<file path="src/rtl/scr1_core2axi_bridge_if.sv">
// AXI4 single-beat master/slave bundle used by scr1_core2axi_bridge.
interface scr1_core2axi_bridge_if #(
  parameter int unsigned W_ID  = 4,
  parameter int unsigned W_ADR = 32
);
  logic             awvalid;
  logic             awready;
  logic [W_ID-1:0]  awid;
  logic [W_ADR-1:0] awaddr;
  logic [2:0]       awsize;
  logic [7:0]       awlen;
  logic             wvalid;
  logic             wready;
  logic [31:0]      wdata;
  logic [3:0]       wstrb;
  logic             wlast;
  logic             bvalid;
  logic             bready;
  logic [W_ID-1:0]  bid;
  logic [1:0]       bresp;
  logic             arvalid;
  logic             arready;
  logic [W_ID-1:0]  arid;
  logic [W_ADR-1:0] araddr;
  logic [1:0]       arburst;
  logic [2:0]       arsize;
  logic [7:0]       arlen;
  logic             rvalid;
  logic             rready;
  logic [W_ID-1:0]  rid;
  logic [31:0]      rdata;
  logic             rlast;
  logic [1:0]       rresp;

  modport master (
    output awvalid, awid, awaddr, awsize, awlen,
    output wvalid, wdata, wstrb, wlast,
    output bready,
    output arvalid, arid, araddr, arburst, arsize, arlen,
    output rready,
    input  awready, wready, bvalid, bid, bresp,
    input  arready, rvalid, rid, rdata, rlast, rresp
  );

  modport slave (
    input  awvalid, awid, awaddr, awsize, awlen,
    input  wvalid, wdata, wstrb, wlast,
    input  bready,
    input  arvalid, arid, araddr, arburst, arsize, arlen,
    input  rready,
    output awready, wready, bvalid, bid, bresp,
    output arready, rvalid, rid, rdata, rlast, rresp
  );
endinterface

</file>
<file path="src/rtl/scr1_core2axi_bridge.sv">
// SCR1 core memory port to single-beat AXI4 master, one transaction in flight.
module scr1_core2axi_bridge #(
  parameter int unsigned W_ID   = 4,
  parameter int unsigned W_ADR  = 32,
  parameter int unsigned ID_VAL = 0
) (
  input  logic                  clk,
  input  logic                  rst_n,
  input  logic                  core_req,
  output logic                  core_req_ack,
  input  logic                  core_cmd,
  input  logic [1:0]            core_width,
  input  logic [W_ADR-1:0]      core_addr,
  input  logic [31:0]           core_wdata,
  output logic [31:0]           core_rdata,
  output logic [1:0]            core_resp,
  scr1_core2axi_bridge_if.master axi
);

  localparam logic [1:0] RespIdle = 2'd0;
  localparam logic [1:0] RespRdy  = 2'd1;
  localparam logic [1:0] RespErr  = 2'd2;
  localparam logic [W_ID-1:0] IdVal = W_ID'(ID_VAL);

  typedef enum logic [2:0] {StIdle, StRaddr, StRdata, StWaddr, StWresp, StResp, StErrs} state_e;

  state_e           state_q, state_d;
  logic [1:0]       width_q;
  logic [W_ADR-1:0] addr_q;
  logic [31:0]      wdata_q;
  logic [31:0]      rdata_q;
  logic             err_q;
  logic             aw_done_q, w_done_q;
  logic             misaligned;
  logic             ack;
  logic             aw_fin, w_fin;
  logic [1:0]       lane;
  logic [31:0]      rd_shift, rd_steer;
  logic             r_bad, b_bad;

  assign lane = addr_q[1:0];

  // Illegal width or unaligned half/word is trapped before any bus activity
  always_comb begin
    unique case (core_width)
      2'd0:    misaligned = 1'b0;
      2'd1:    misaligned = core_addr[0];
      2'd2:    misaligned = (core_addr[1:0] != 2'b00);
      default: misaligned = 1'b1;
    endcase
  end

  assign ack    = (state_q == StIdle) && core_req;
  assign aw_fin = aw_done_q || axi.awready;
  assign w_fin  = w_done_q || axi.wready;
  assign r_bad  = (axi.rresp != 2'b00) || (axi.rid != IdVal) || !axi.rlast;
  assign b_bad  = (axi.bresp != 2'b00) || (axi.bid != IdVal);

  // Read steering: shift selected lane down, then zero bits above the access width
  always_comb begin
    rd_shift = axi.rdata >> {lane, 3'b000};
    unique case (width_q)
      2'd0:    rd_steer = {24'h0, rd_shift[7:0]};
      2'd1:    rd_steer = {16'h0, rd_shift[15:0]};
      default: rd_steer = rd_shift;
    endcase
  end

  // State register
  always_ff @(posedge clk or negedge rst_n) begin
    if (!rst_n) state_q <= StIdle;
    else        state_q <= state_d;
  end

  // Next-state logic
  always_comb begin
    state_d = state_q;
    unique case (state_q)
      StIdle: begin
        if (core_req) begin
          if (misaligned)    state_d = StErrs;
          else if (core_cmd) state_d = StWaddr;
          else               state_d = StRaddr;
        end
      end
      StRaddr: if (axi.arready) state_d = StRdata;
      StRdata: if (axi.rvalid) state_d = StResp;
      StWaddr: if (aw_fin && w_fin) state_d = StWresp;
      StWresp: if (axi.bvalid) state_d = StResp;
      StResp:  state_d = StIdle;
      StErrs:  state_d = StIdle;
      default: state_d = StIdle;
    endcase
  end

  // Request payload, channel completion flags, read data and error capture
  always_ff @(posedge clk or negedge rst_n) begin
    if (!rst_n) begin
      width_q   <= 2'd0;
      addr_q    <= '0;
      wdata_q   <= '0;
      rdata_q   <= '0;
      err_q     <= 1'b0;
      aw_done_q <= 1'b0;
      w_done_q  <= 1'b0;
    end else begin
      if (ack) begin
        width_q   <= core_width;
        addr_q    <= core_addr;
        wdata_q   <= core_wdata;
        rdata_q   <= '0;
        err_q     <= 1'b0;
        aw_done_q <= 1'b0;
        w_done_q  <= 1'b0;
      end
      if (state_q == StWaddr) begin
        aw_done_q <= aw_fin;
        w_done_q  <= w_fin;
      end
      if (state_q == StRdata && axi.rvalid) begin
        rdata_q <= rd_steer;
        err_q   <= r_bad;
      end
      if (state_q == StWresp && axi.bvalid) err_q <= b_bad;
    end
  end

  // Outputs decoded from the registered state
  always_comb begin
    core_req_ack = ack;
    core_resp    = RespIdle;
    core_rdata   = 32'h0;
    axi.arvalid  = (state_q == StRaddr);
    axi.rready   = (state_q == StRdata);
    axi.awvalid  = (state_q == StWaddr) && !aw_done_q;
    axi.wvalid   = (state_q == StWaddr) && !w_done_q;
    axi.bready   = (state_q == StWresp);
    if (state_q == StResp) begin
      core_resp  = err_q ? RespErr : RespRdy;
      core_rdata = rdata_q;
    end else if (state_q == StErrs) begin
      core_resp  = RespErr;
    end
  end

  // Address/data payload: word-aligned address, lane-replicated data and strobes
  always_comb begin
    axi.awid    = IdVal;
    axi.arid    = IdVal;
    axi.awaddr  = {addr_q[W_ADR-1:2], 2'b00};
    axi.araddr  = {addr_q[W_ADR-1:2], 2'b00};
    axi.awsize  = {1'b0, width_q};
    axi.arsize  = {1'b0, width_q};
    axi.awlen   = 8'd0;
    axi.arlen   = 8'd0;
    axi.arburst = 2'b01;
    axi.wlast   = 1'b1;
    unique case (width_q)
      2'd0: begin
        axi.wdata = {4{wdata_q[7:0]}};
        axi.wstrb = 4'b0001 << lane;
      end
      2'd1: begin
        axi.wdata = {2{wdata_q[15:0]}};
        axi.wstrb = 4'b0011 << lane;
      end
      default: begin
        axi.wdata = wdata_q;
        axi.wstrb = 4'hF;
      end
    endcase
  end

endmodule

</file>
<file path="src/flat_wrapper.sv">
// flat-port wrapper written by rule: the top's interface ports become plain ports
module scr1_core2axi_bridge_flat 
#(
  parameter int unsigned W_ID   = 4,
  parameter int unsigned W_ADR  = 32,
  parameter int unsigned ID_VAL = 0
)
  (clk, rst_n, core_req, core_req_ack, core_cmd, core_width, core_addr, core_wdata, core_rdata, core_resp, axi_awvalid, axi_awid, axi_awaddr, axi_awsize, axi_awlen, axi_wvalid, axi_wdata, axi_wstrb, axi_wlast, axi_bready, axi_arvalid, axi_arid, axi_araddr, axi_arburst, axi_arsize, axi_arlen, axi_rready, axi_awready, axi_wready, axi_bvalid, axi_bid, axi_bresp, axi_arready, axi_rvalid, axi_rid, axi_rdata, axi_rlast, axi_rresp);
  scr1_core2axi_bridge_if #(.W_ID(W_ID), .W_ADR(W_ADR)) axi_i ();
  input  logic clk;
  input  logic rst_n;
  input  logic core_req;
  output logic core_req_ack;
  input  logic core_cmd;
  input  logic [1:0] core_width;
  input  logic [W_ADR-1:0] core_addr;
  input  logic [31:0] core_wdata;
  output logic [31:0] core_rdata;
  output logic [1:0] core_resp;
  output wire logic [$bits(axi_i.awvalid)-1:0] axi_awvalid;
  output wire logic [$bits(axi_i.awid)-1:0] axi_awid;
  output wire logic [$bits(axi_i.awaddr)-1:0] axi_awaddr;
  output wire logic [$bits(axi_i.awsize)-1:0] axi_awsize;
  output wire logic [$bits(axi_i.awlen)-1:0] axi_awlen;
  output wire logic [$bits(axi_i.wvalid)-1:0] axi_wvalid;
  output wire logic [$bits(axi_i.wdata)-1:0] axi_wdata;
  output wire logic [$bits(axi_i.wstrb)-1:0] axi_wstrb;
  output wire logic [$bits(axi_i.wlast)-1:0] axi_wlast;
  output wire logic [$bits(axi_i.bready)-1:0] axi_bready;
  output wire logic [$bits(axi_i.arvalid)-1:0] axi_arvalid;
  output wire logic [$bits(axi_i.arid)-1:0] axi_arid;
  output wire logic [$bits(axi_i.araddr)-1:0] axi_araddr;
  output wire logic [$bits(axi_i.arburst)-1:0] axi_arburst;
  output wire logic [$bits(axi_i.arsize)-1:0] axi_arsize;
  output wire logic [$bits(axi_i.arlen)-1:0] axi_arlen;
  output wire logic [$bits(axi_i.rready)-1:0] axi_rready;
  input wire logic [$bits(axi_i.awready)-1:0] axi_awready;
  input wire logic [$bits(axi_i.wready)-1:0] axi_wready;
  input wire logic [$bits(axi_i.bvalid)-1:0] axi_bvalid;
  input wire logic [$bits(axi_i.bid)-1:0] axi_bid;
  input wire logic [$bits(axi_i.bresp)-1:0] axi_bresp;
  input wire logic [$bits(axi_i.arready)-1:0] axi_arready;
  input wire logic [$bits(axi_i.rvalid)-1:0] axi_rvalid;
  input wire logic [$bits(axi_i.rid)-1:0] axi_rid;
  input wire logic [$bits(axi_i.rdata)-1:0] axi_rdata;
  input wire logic [$bits(axi_i.rlast)-1:0] axi_rlast;
  input wire logic [$bits(axi_i.rresp)-1:0] axi_rresp;
  assign axi_awvalid = axi_i.awvalid;
  assign axi_awid = axi_i.awid;
  assign axi_awaddr = axi_i.awaddr;
  assign axi_awsize = axi_i.awsize;
  assign axi_awlen = axi_i.awlen;
  assign axi_wvalid = axi_i.wvalid;
  assign axi_wdata = axi_i.wdata;
  assign axi_wstrb = axi_i.wstrb;
  assign axi_wlast = axi_i.wlast;
  assign axi_bready = axi_i.bready;
  assign axi_arvalid = axi_i.arvalid;
  assign axi_arid = axi_i.arid;
  assign axi_araddr = axi_i.araddr;
  assign axi_arburst = axi_i.arburst;
  assign axi_arsize = axi_i.arsize;
  assign axi_arlen = axi_i.arlen;
  assign axi_rready = axi_i.rready;
  assign axi_i.awready = axi_awready;
  assign axi_i.wready = axi_wready;
  assign axi_i.bvalid = axi_bvalid;
  assign axi_i.bid = axi_bid;
  assign axi_i.bresp = axi_bresp;
  assign axi_i.arready = axi_arready;
  assign axi_i.rvalid = axi_rvalid;
  assign axi_i.rid = axi_rid;
  assign axi_i.rdata = axi_rdata;
  assign axi_i.rlast = axi_rlast;
  assign axi_i.rresp = axi_rresp;
  scr1_core2axi_bridge #(.W_ID(W_ID), .W_ADR(W_ADR), .ID_VAL(ID_VAL)) u_core (.clk(clk), .rst_n(rst_n), .core_req(core_req), .core_req_ack(core_req_ack), .core_cmd(core_cmd), .core_width(core_width), .core_addr(core_addr), .core_wdata(core_wdata), .core_rdata(core_rdata), .core_resp(core_resp), .axi(axi_i));
endmodule
</file>
<file path="config.mk">
export PLATFORM = sky130hd
export DESIGN_NAME = scr1_core2axi_bridge_flat
export DESIGN_NICKNAME = d
export VERILOG_FILES = /design/src/rtl/scr1_core2axi_bridge_if.sv /design/src/rtl/scr1_core2axi_bridge.sv /design/src/flat_wrapper.sv
export SDC_FILE = /design/constraint.sdc
export NUM_CORES = 1
export LEC_CHECK = 0
export ABC_AREA = 0
export CAP_MARGIN = 10
export CORE_ASPECT_RATIO = 1.5
export CORE_MARGIN = 2
export CORE_UTILIZATION = 44
export CTS_BUF_LIST = sky130_fd_sc_hd__clkbuf_8 sky130_fd_sc_hd__clkbuf_16
export CTS_CLUSTER_SIZE = 14
export DETAILED_ROUTE_END_ITERATION = 6
export PLACE_DENSITY = 0.88
export SLEW_MARGIN = 20
export SYNTH_ARGS = -nofsm -noshare
export SYNTH_HDL_FRONTEND = slang
export SYNTH_SLANG_ARGS = --single-unit
</file>
<file path="constraint.sdc">
create_clock -name clk -period 5.3 [get_ports clk]
set_input_delay 0.795 -clock clk [delete_from_list [all_inputs] [get_ports clk]]
set_output_delay 0.795 -clock clk [all_outputs]
set_load 0.01 [all_outputs]
</file>
# Word-level counts from Yosys, hierarchy flattened
# Index checks and enable logic that the tools add are counted.
# Widths: inputs -> output; s select.
[classes]
n_eq_ne = 14
n_shift = 3
muxes = 23
n_reduce_logical = 26
[ops]
columns = ["cell", "n"]
rows = [
  ["$pmux 32 s2", 2],
  ["$mux 32", 3],
  ["$shr 32x5->32", 1],
  ["$mux 3", 6],
  ["$pmux 3 s5", 1],
  ["$reduce_bool 2->1", 5],
  ["$eq 3x3->1 const B", 3],
  ["$mux 2", 4],
  ["$ne 2x1->1 const B", 4],
  ["$pmux 4 s2", 1],
  ["$reduce_bool 4->1", 2],
  ["$eq 3x2->1 const B", 2],
  ["$logic_and 1x1->1", 6],
  ["$logic_or 1x1->1", 5],
  ["$mux 1", 5],
  ["$reduce_and 5->1", 1],
  ["$eq 2x1->1 const B", 2],
  ["$logic_not 2->1", 2],
  ["$shl 1x2->4 const A", 1],
  ["$shl 2x2->4 const A", 1],
  ["$eq 3x1->1 const B", 1],
  ["$logic_not 1->1", 3],
  ["$logic_not 3->1", 1],
  ["$pmux 1 s3", 1],
  ["other kinds (3)", 3],
]
[word_totals]
register_bits = 104
inputBits = 120
output_inout_bits = 173
wordCells = 74

# Depth between registers and ports, before layout
# Gate-level depths: netlist of the first run.
[depth]
ltp_word = 5
depth_mapped = 6
mapped_depth_nobuf = 3

# Least setup slack after synthesis of the first run
# OpenSTA, ideal clock, no wires.
[synth_timing]
path_kind = "input to output"
startpoint = "input core_req"
endpoint = "output core_req_ack"
arrival_ps = 1485
t_required_ps = 4505
path_slack_ps = 3020
path_stages = 3
path_buffers = 2
path_cell_list = "nor4b_4 buf_2 buf_6"
[synth_via]
elab_chain_cells = 1
[synth_lines]
columns = ["element", "line_no", "source"]
rows = [
  ["start, declared", "flat_wrapper.sv:12", "input logic core_req;"],
  ["$logic_and 1x1->1", "scr1_core2axi_bridge.sv:53", "assign ack = (state_q == StIdle) && core_req;"],
  ["end, declared", "flat_wrapper.sv:13", "output logic core_req_ack;"],
]
# Every way passes these cells.

# Worst setup path after layout of the first run
[layout_timing]
startpoint = "register u_core.state_q[0]"
endpoint = "output core_resp[1]"
[layout_via]
elab_chain_cells = 3
elab_cells_between_ends = 4
cone_classes = "2 x eq/ne; 2 x mux"
[layout_lines]
columns = ["element", "line_no", "source"]
rows = [
  ["start, declared", "scr1_core2axi_bridge.sv:27", "state_e state_q, state_d;"],
  ["start signal, assigned", "scr1_core2axi_bridge.sv:71", "if (!rst_n) state_q <= StIdle;"],
  ["start signal, assigned", "scr1_core2axi_bridge.sv:72", "else state_q <= state_d;"],
  ["$eq 3x3->1", "scr1_core2axi_bridge.sv:141", "end else if (state_q == StErrs) begin"],
  ["$mux 2", "scr1_core2axi_bridge.sv:141", ""],
  ["$mux 2 *", "scr1_core2axi_bridge.sv:138", "if (state_q == StResp) begin"],
  ["end, declared", "flat_wrapper.sv:19", "output logic [1:0] core_resp;"],
]
# Mark *: on every way between the ends. The rest lies on a longest branch, timed or not.

==> impl_metrics.yaml, run 1 <==
synth:
  netlist.area_leader.share: 0.4407
  ys_ff_latch: 104
  async_reset_ff_frac: 1.000
  synth_top_area_cell: "dfrtp_1"
  syn_area_mm2: 0.005906
  synth_flop_cell: "dfrtp_1"
  synth_area_leaders: "dfrtp_1 44%, mux2_2 14%, buf_4 13%"
  avgSynthCellArea_um2: 11.21
  ys_types: 40
  postSynthCellCount: 527
  synth-edff-count: 0
  yosysSeqAreaShare: 0.4407
  yosys_warnings: 0
setup_path:
  cp.required_ps: 4510
  crit_path_max_incr_delay_ps: 970
  end_kind: "output pin"
  start_kind: "flip-flop"
  critical-path-top-delay-family: "simple AND/OR/NAND/NOR gates"
  critPathKind: "reg -> out"
  slowest_stage: "nor2b_2"
  cp.arrival_ps: 2830
  path_cells: "nor2b_2 > nand2_1 > a21boi_0 > clkdlybuf4s50_1"
  worst-path-max-fanout: 34
  cp.depth: 4
  worstPathBufferInverterCount: 1
  r2r_cells: 3
detailed_routing:
  post_drt_wl_per_cell_um: 19.54
  first_iter_violations: 177
  vias: 4544
  route.detailed.drc: 0
  avgViaCountPerCell: 5.290
  wl_mm: 16.79
  ant_nets: 0
  dr.pass1.iters: 4
pwr:
  intPower_uw: 3015
  p_per_area_mw_per_mm2: 577.7
  design_power_total_uw: 4762
  p_comb_frac: 0.542
  p_sw_uw: 1747
  vdd_ir_drop_max_uv: 376.1
  switching_share: 0.3668
  power_frac_seq: 0.315
  leakagePower_uw: 0.003543
  clockPowerShare: 0.142
clock_tree:
  clk_pin_slew_ps: 70
  cts_tree: "done"
  cts_setup_buffers: 0
  cts_max_path_buffers: 2
  cts_made_buffers: 9
  cts.sinks: 104
  clkLatencyLatePin_ps: 350
  ctsHtreeMaxLevel: 3
  post_cts_resized: 0
  postCtsHoldBufs: 0
  cts-root-buf: "clkbuf_16"
run:
  maxCapViolCount: 0
min_path:
  hp-class: "reg -> reg"
  whs_path_depth: 1
status:
  status: "finished, final reports clean"
placement:
  dp_hpwl_mm: 12.47
  place_congestion: 0.7925
  io_buffers: 259
  placed_cells: 843
sta:
  relSlewSlack: 0.2630
  finalHoldViolCount: 0
  finalSetupTns_ps: 0
  slew_violations: 0
  finalCritPeriodShare: 0.6834
  worstMarginPinSlew_ps: 1100
  period_needed_ps: 3622
  fin_worst_skew_ps: 13.24
  setup_viol_count_final: 0
  rsz0062_at_grt: "false"
  fmax_mhz: 276.1
global_routing:
  grt_pass1_vias: 4938
  grt_pass1_wl_mm: 26.51
  antenna_found_initial: 0
  grt.total_usage: 0.2308
  gr-total-overflow: 0
  grt_max_degree: 63
floorplanning:
  die_x_um: 98.60
  core_mm2: 0.01302
  pin_count: 293
  dieArea_mm2: 0.01438
  start_util: 0.4537
  die_h_um: 145.9
  rows: 51
final_layout:
  regArea_mm2: 0.002604
  drive_above_1_share: 0.1500
  areaGrowthSynthToFinish_pct: 39.60
  fill_cells: 1042
  multi_input_area_mm2: 0.002501
  num_antenna_cells: 0
  num-nets-final: 815
  final_util: 0.6333
  final_cells: 859
[cell families after synthesis]
| family | share of synthesized area |
|---|---|
| buffers and inverters | 0.1583 |
| muxes | 0.1970 |
| and+or+nand+nor | 0.09704 |
| AOI/OAI and AO/OA | 0.1057 |
| DFF | 0.4407 |
| other | 0.001272 |
[metrics by stage]
stage | hold WS [ps] | setup slack, ps | instance area, um^2
2_1_floorplan | 448.6 | 3020 | 6022
3_3_place_gp | 467.0 | 2042 | 7933
3_5_place_dp | 466.9 | 1946 | 7938
4_1_cts | 486.7 | 1685 | 8243
5_1_grt | 495.1 | 1483 | 8244
6_report | 486.3 | 1678 | 8244
[cell usage after synthesis, drive strengths merged (8+ instances only)]
master	number
dfrtp	104
mux2i	24
a32o	8
o2bb2ai	17
nor2	10
nor2b	15
clkbuf	15
nand2	21
o21ai	10
mux2	82
a211o	10
and3	32
buf	124
a22o	16
[cell type report]
class | instances | share of cell area
multi-input cells | 315 | 0.3034
clock buffers | 9 | 0.02732
well taps | 159 | 0.02413
clock inverters | 7 | 0.009713
repair buffers | 265 | 0.3196
flip-flops and latches | 104 | 0.3158
[metal layers]
layer	routed length, um	track usage
met4	342	0.07534
met3	991	0.05476
met1	6168	0.2585
met5	0	0
met2	9286	0.4248
[cell usage in the layout (no fill, tap or decap), types with 3 or more instances in the layout]
cell type	count
nor2b_1	14
dfrtp_1	103
clkinvlp_4	4
and3_1	32
nor3_1	3
mux2i_1	24
a211o_1	10
a21oi_1	6
nand2b_1	4
nor2_1	9
o21ai_0	10
nand2_1	21
o2bb2ai_1	17
mux2_2	75
o21bai_1	3
clkbuf_16	9
a32o_1	8
a22o_1	16
clkdlybuf4s50_1	258
conb_1	33
buf_4	7
mux2_1	7
[power groups by stage]
stage	Sequential (uW)	Clock [uW]	Combinational, uW
final	1500	678	2580
after floorplan	1350	0	1760
after global routing	1560	733	2750
after CTS	1500	697	2620
after global placement	1470	0	2530
after detailed placement	1510	0	2600
[worst paths after layout]
check,start,end,slack [ps]
min,u_core.rdata_q[17]$_DFFE_PN0P_,u_core.rdata_q[17]$_DFFE_PN0P_,490
max in group asynchronous,rst_n,u_core.state_q[2]$_DFFE_PN0P_,3630
min reg2reg,u_core.rdata_q[17]$_DFFE_PN0P_,u_core.rdata_q[17]$_DFFE_PN0P_,490
max,u_core.state_q[0]$_DFFE_PN0P_,core_resp[1],1680
min in group asynchronous,rst_n,u_core.addr_q[12]$_DFFE_PN0P_,500
max reg2reg,u_core.state_q[1]$_DFFE_PN0P_,u_core.addr_q[5]$_DFFE_PN0P_,2590
[worst register-to-register path, stage by stage (launching register included)]
cell	delay, ps
dfrtp_1	610
nor4b_4	750
buf_4	770
mux2_2	470
[registers in the layout, summed over array words and instances, names as in the netlist]
signal,count
u_core.err_q,1
u_core.aw_done_q,1
u_core.state_q,3
u_core.w_done_q,1
u_core.addr_q,32
u_core.rdata_q,32
u_core.width_q,2
u_core.wdata_q,32
Note: power is estimated with default switching activity, not from simulation.
==> inputs of run 2 (changes only) <==
--- a/config.mk
+++ b/config.mk
@@ -9,11 +9,11 @@
 export CAP_MARGIN = 10
 export CORE_ASPECT_RATIO = 1.5
 export CORE_MARGIN = 2
-export CORE_UTILIZATION = 44
+export CORE_UTILIZATION = 37
 export CTS_BUF_LIST = sky130_fd_sc_hd__clkbuf_8 sky130_fd_sc_hd__clkbuf_16
 export CTS_CLUSTER_SIZE = 14
 export DETAILED_ROUTE_END_ITERATION = 6
-export PLACE_DENSITY = 0.88
+export PLACE_DENSITY = 0.79
 export SLEW_MARGIN = 20
 export SYNTH_ARGS = -nofsm -noshare
 export SYNTH_HDL_FRONTEND = slang
==> constraint.sdc (replaced) <==
create_clock -name clk -period 3.1 [get_ports clk]
set_input_delay 0.465 -clock clk [delete_from_list [all_inputs] [get_ports clk]]
set_output_delay 0.465 -clock clk [all_outputs]
set_load 0.01 [all_outputs]
==> impl_metrics.yaml, run 2 (synthesized netlist as in run 1, its figures left out) <==
final_layout:
  drive_above_1_share: 0.1556
  fill_cells: 1346
  reg_top3: "u_core.addr_q: 32 flops, u_core.rdata_q: 32 flops, u_core.wdata_q: 32 flops"
  num-nets-final: 822
  areaGrowthSynthToFinish_pct: 41.33
  final_common_cell: "clkdlybuf4s50_1"
  num_antenna_cells: 0
  final_cell_mix: "258 x clkdlybuf4s50_1, 104 x dfrtp_1, 75 x mux2_2"
sta:
  timing.final.ws_setup_ps: 321.9
  worstMarginPinSlew_ps: 942.0
  fin_worst_skew_ps: 11.17
  rsz0062_at_grt: "false"
  fmax_mhz: 360.0
  slew_violations: 0
  finalHoldViolCount: 0
  setup_viol_count_final: 0
  finalCritPeriodShare: 0.8961
  relSlewSlack: 0.3707
  finalSetupTns_ps: 0
  period_needed_ps: 2778
clock_tree:
  cts.sinks: 104
  cts_made_buffers: 9
  post_cts_resized: 0
  cts_max_path_buffers: 2
  clkLatencyLatePin_ps: 340
  postCtsHoldBufs: 0
  clk_pin_slew_ps: 70
  cts_tree: "done"
  cts_setup_buffers: 0
  cts-root-buf: "clkbuf_16"
  ctsHtreeMaxLevel: 3
detailed_routing:
  wl_mm: 16.47
  route.detailed.drc: 0
  first_iter_violations: 189
  vias: 4521
  post_drt_wl_per_cell_um: 18.09
  avgViaCountPerCell: 4.968
  dr.pass1.iters: 4
  ant_nets: 0
setup_path:
  r2r_cells: 4
  worst-path-max-fanout: 34
  regToRegEndpoint: "u_core.addr_q[23]$_DFFE_PN0P_"
  start_kind: "flip-flop"
  cp.arrival_ps: 2310
  r2r-start: "u_core.state_q[1]$_DFFE_PN0P_"
  critPathKind: "reg -> out"
  cp.required_ps: 2630
  end_kind: "output pin"
  rrSetupSlack_ps: 960
pwr:
  power_frac_seq: 0.310
  vdd_ir_drop_max_uv: 601.5
  p_comb_frac: 0.555
  leakagePower_uw: 0.003590
  clockPowerShare: 0.135
  p_sw_uw: 2925
  p_per_area_mw_per_mm2: 966.8
  switching_share: 0.3625
  intPower_uw: 5145
global_routing:
  gr-total-overflow: 0
  antenna_found_initial: 0
  grt_pass1_wl_mm: 26.21
  grt.total_usage: 0.1940
  grt_pass1_vias: 4823
  grt_max_degree: 57
floorplanning:
  pin_count: 293
  core_mm2: 0.01563
  start_util: 0.3780
  rows: 56
  die_x_um: 107.2
  die_h_um: 158.7
  dieArea_mm2: 0.01701
run:
  maxCapViolCount: 0
placement:
  place_congestion: 0.8125
  dp_hpwl_mm: 12.17
  io_buffers: 259
  preCtsSetupSlack_ps: 699.2
status:
  status: "finished, final reports clean"
min_path:
  hp-class: "in -> async"
-- run 2: changes by cell type in the layout (fill, tap and decap cells not counted), sizes merged --
cell	previous run	this run
buf	7	14
clkinvlp	4	1
clkinv	0	2
bufinv	1	0
clkbuf	9	10
inv	2	3
-- run 2: worst max-delay path by stage --
stage                        end  slack, ps  cells after the start                           from
CTS                 core_resp[1]        320                      5  u_core.state_q[0]$_DFFE_PN0P_
global route        core_resp[1]        190                      5  u_core.state_q[0]$_DFFE_PN0P_
detailed placement  core_resp[1]        700                      5  u_core.state_q[0]$_DFFE_PN0P_
global placement    axi_wstrb[2]        660                      3   u_core.addr_q[1]$_DFFE_PN0P_
finish              core_resp[1]        320                      5  u_core.state_q[0]$_DFFE_PN0P_
floorplan           core_resp[0]       1220                      5  u_core.state_q[0]$_DFFE_PN0P_
-- run 2: cell type report --
| cell class | instances | area [um^2] | share of cell area |
|---|---|---|---|
| multi-input combinational | 315 | 2496 | 0.2991 |
| clock inverter | 6 | 42.54 | 0.005097 |
| tap | 203 | 254.0 | 0.03043 |
| clock buffer | 10 | 239.0 | 0.02863 |
| sequential | 104 | 2603 | 0.3118 |
| timing repair buffer | 272 | 2713 | 0.3250 |
-- run 2: through the flow --
step           hold WS (ps)  instance area, um^2  cells  utilization  power, uW
3_3_place_gp          468.1                 8065    894       0.5162       6897
3_5_place_dp          473.3                 8065    894       0.5162       7038
5_1_grt               219.1                 8347    910       0.5342       8593
2_1_floorplan         169.4                 6022    558            -       5322
4_1_cts               198.1                 8347    910       0.5342       8159
6_report              167.8                 8347    910       0.5342       8069
-- run 2: critical path: stages, from the launching register on --
cell and delay, ps:
dfrtp_1 640, nor2b_2 220, buf_4 300, nand2_1 80, a21boi_0 180, clkdlybuf4s50_1 560
-- run 2: power by group through the flow --
stage	sequential (uW)	combinational (uW)	clock (uW)
finish	2500	4480	1090
global route	2590	4820	1180
CTS	2500	4530	1120
detailed placement	2530	4510	0
global placement	2470	4430	0
floorplan	2310	3020	0
-- run 2: metal layers --
| layer | global-route usage | vias to the layer above | part of all wire |
|---|---|---|---|
| met5 | 0 | - | 0 |
| met4 | 0.05077 | 0 | 0.011 |
| met3 | 0.05296 | 13 | 0.079 |
| met2 | 0.3536 | 199 | 0.53 |
| met1 | 0.2188 | 2218 | 0.38 |
| li1 | - | 2091 | - |
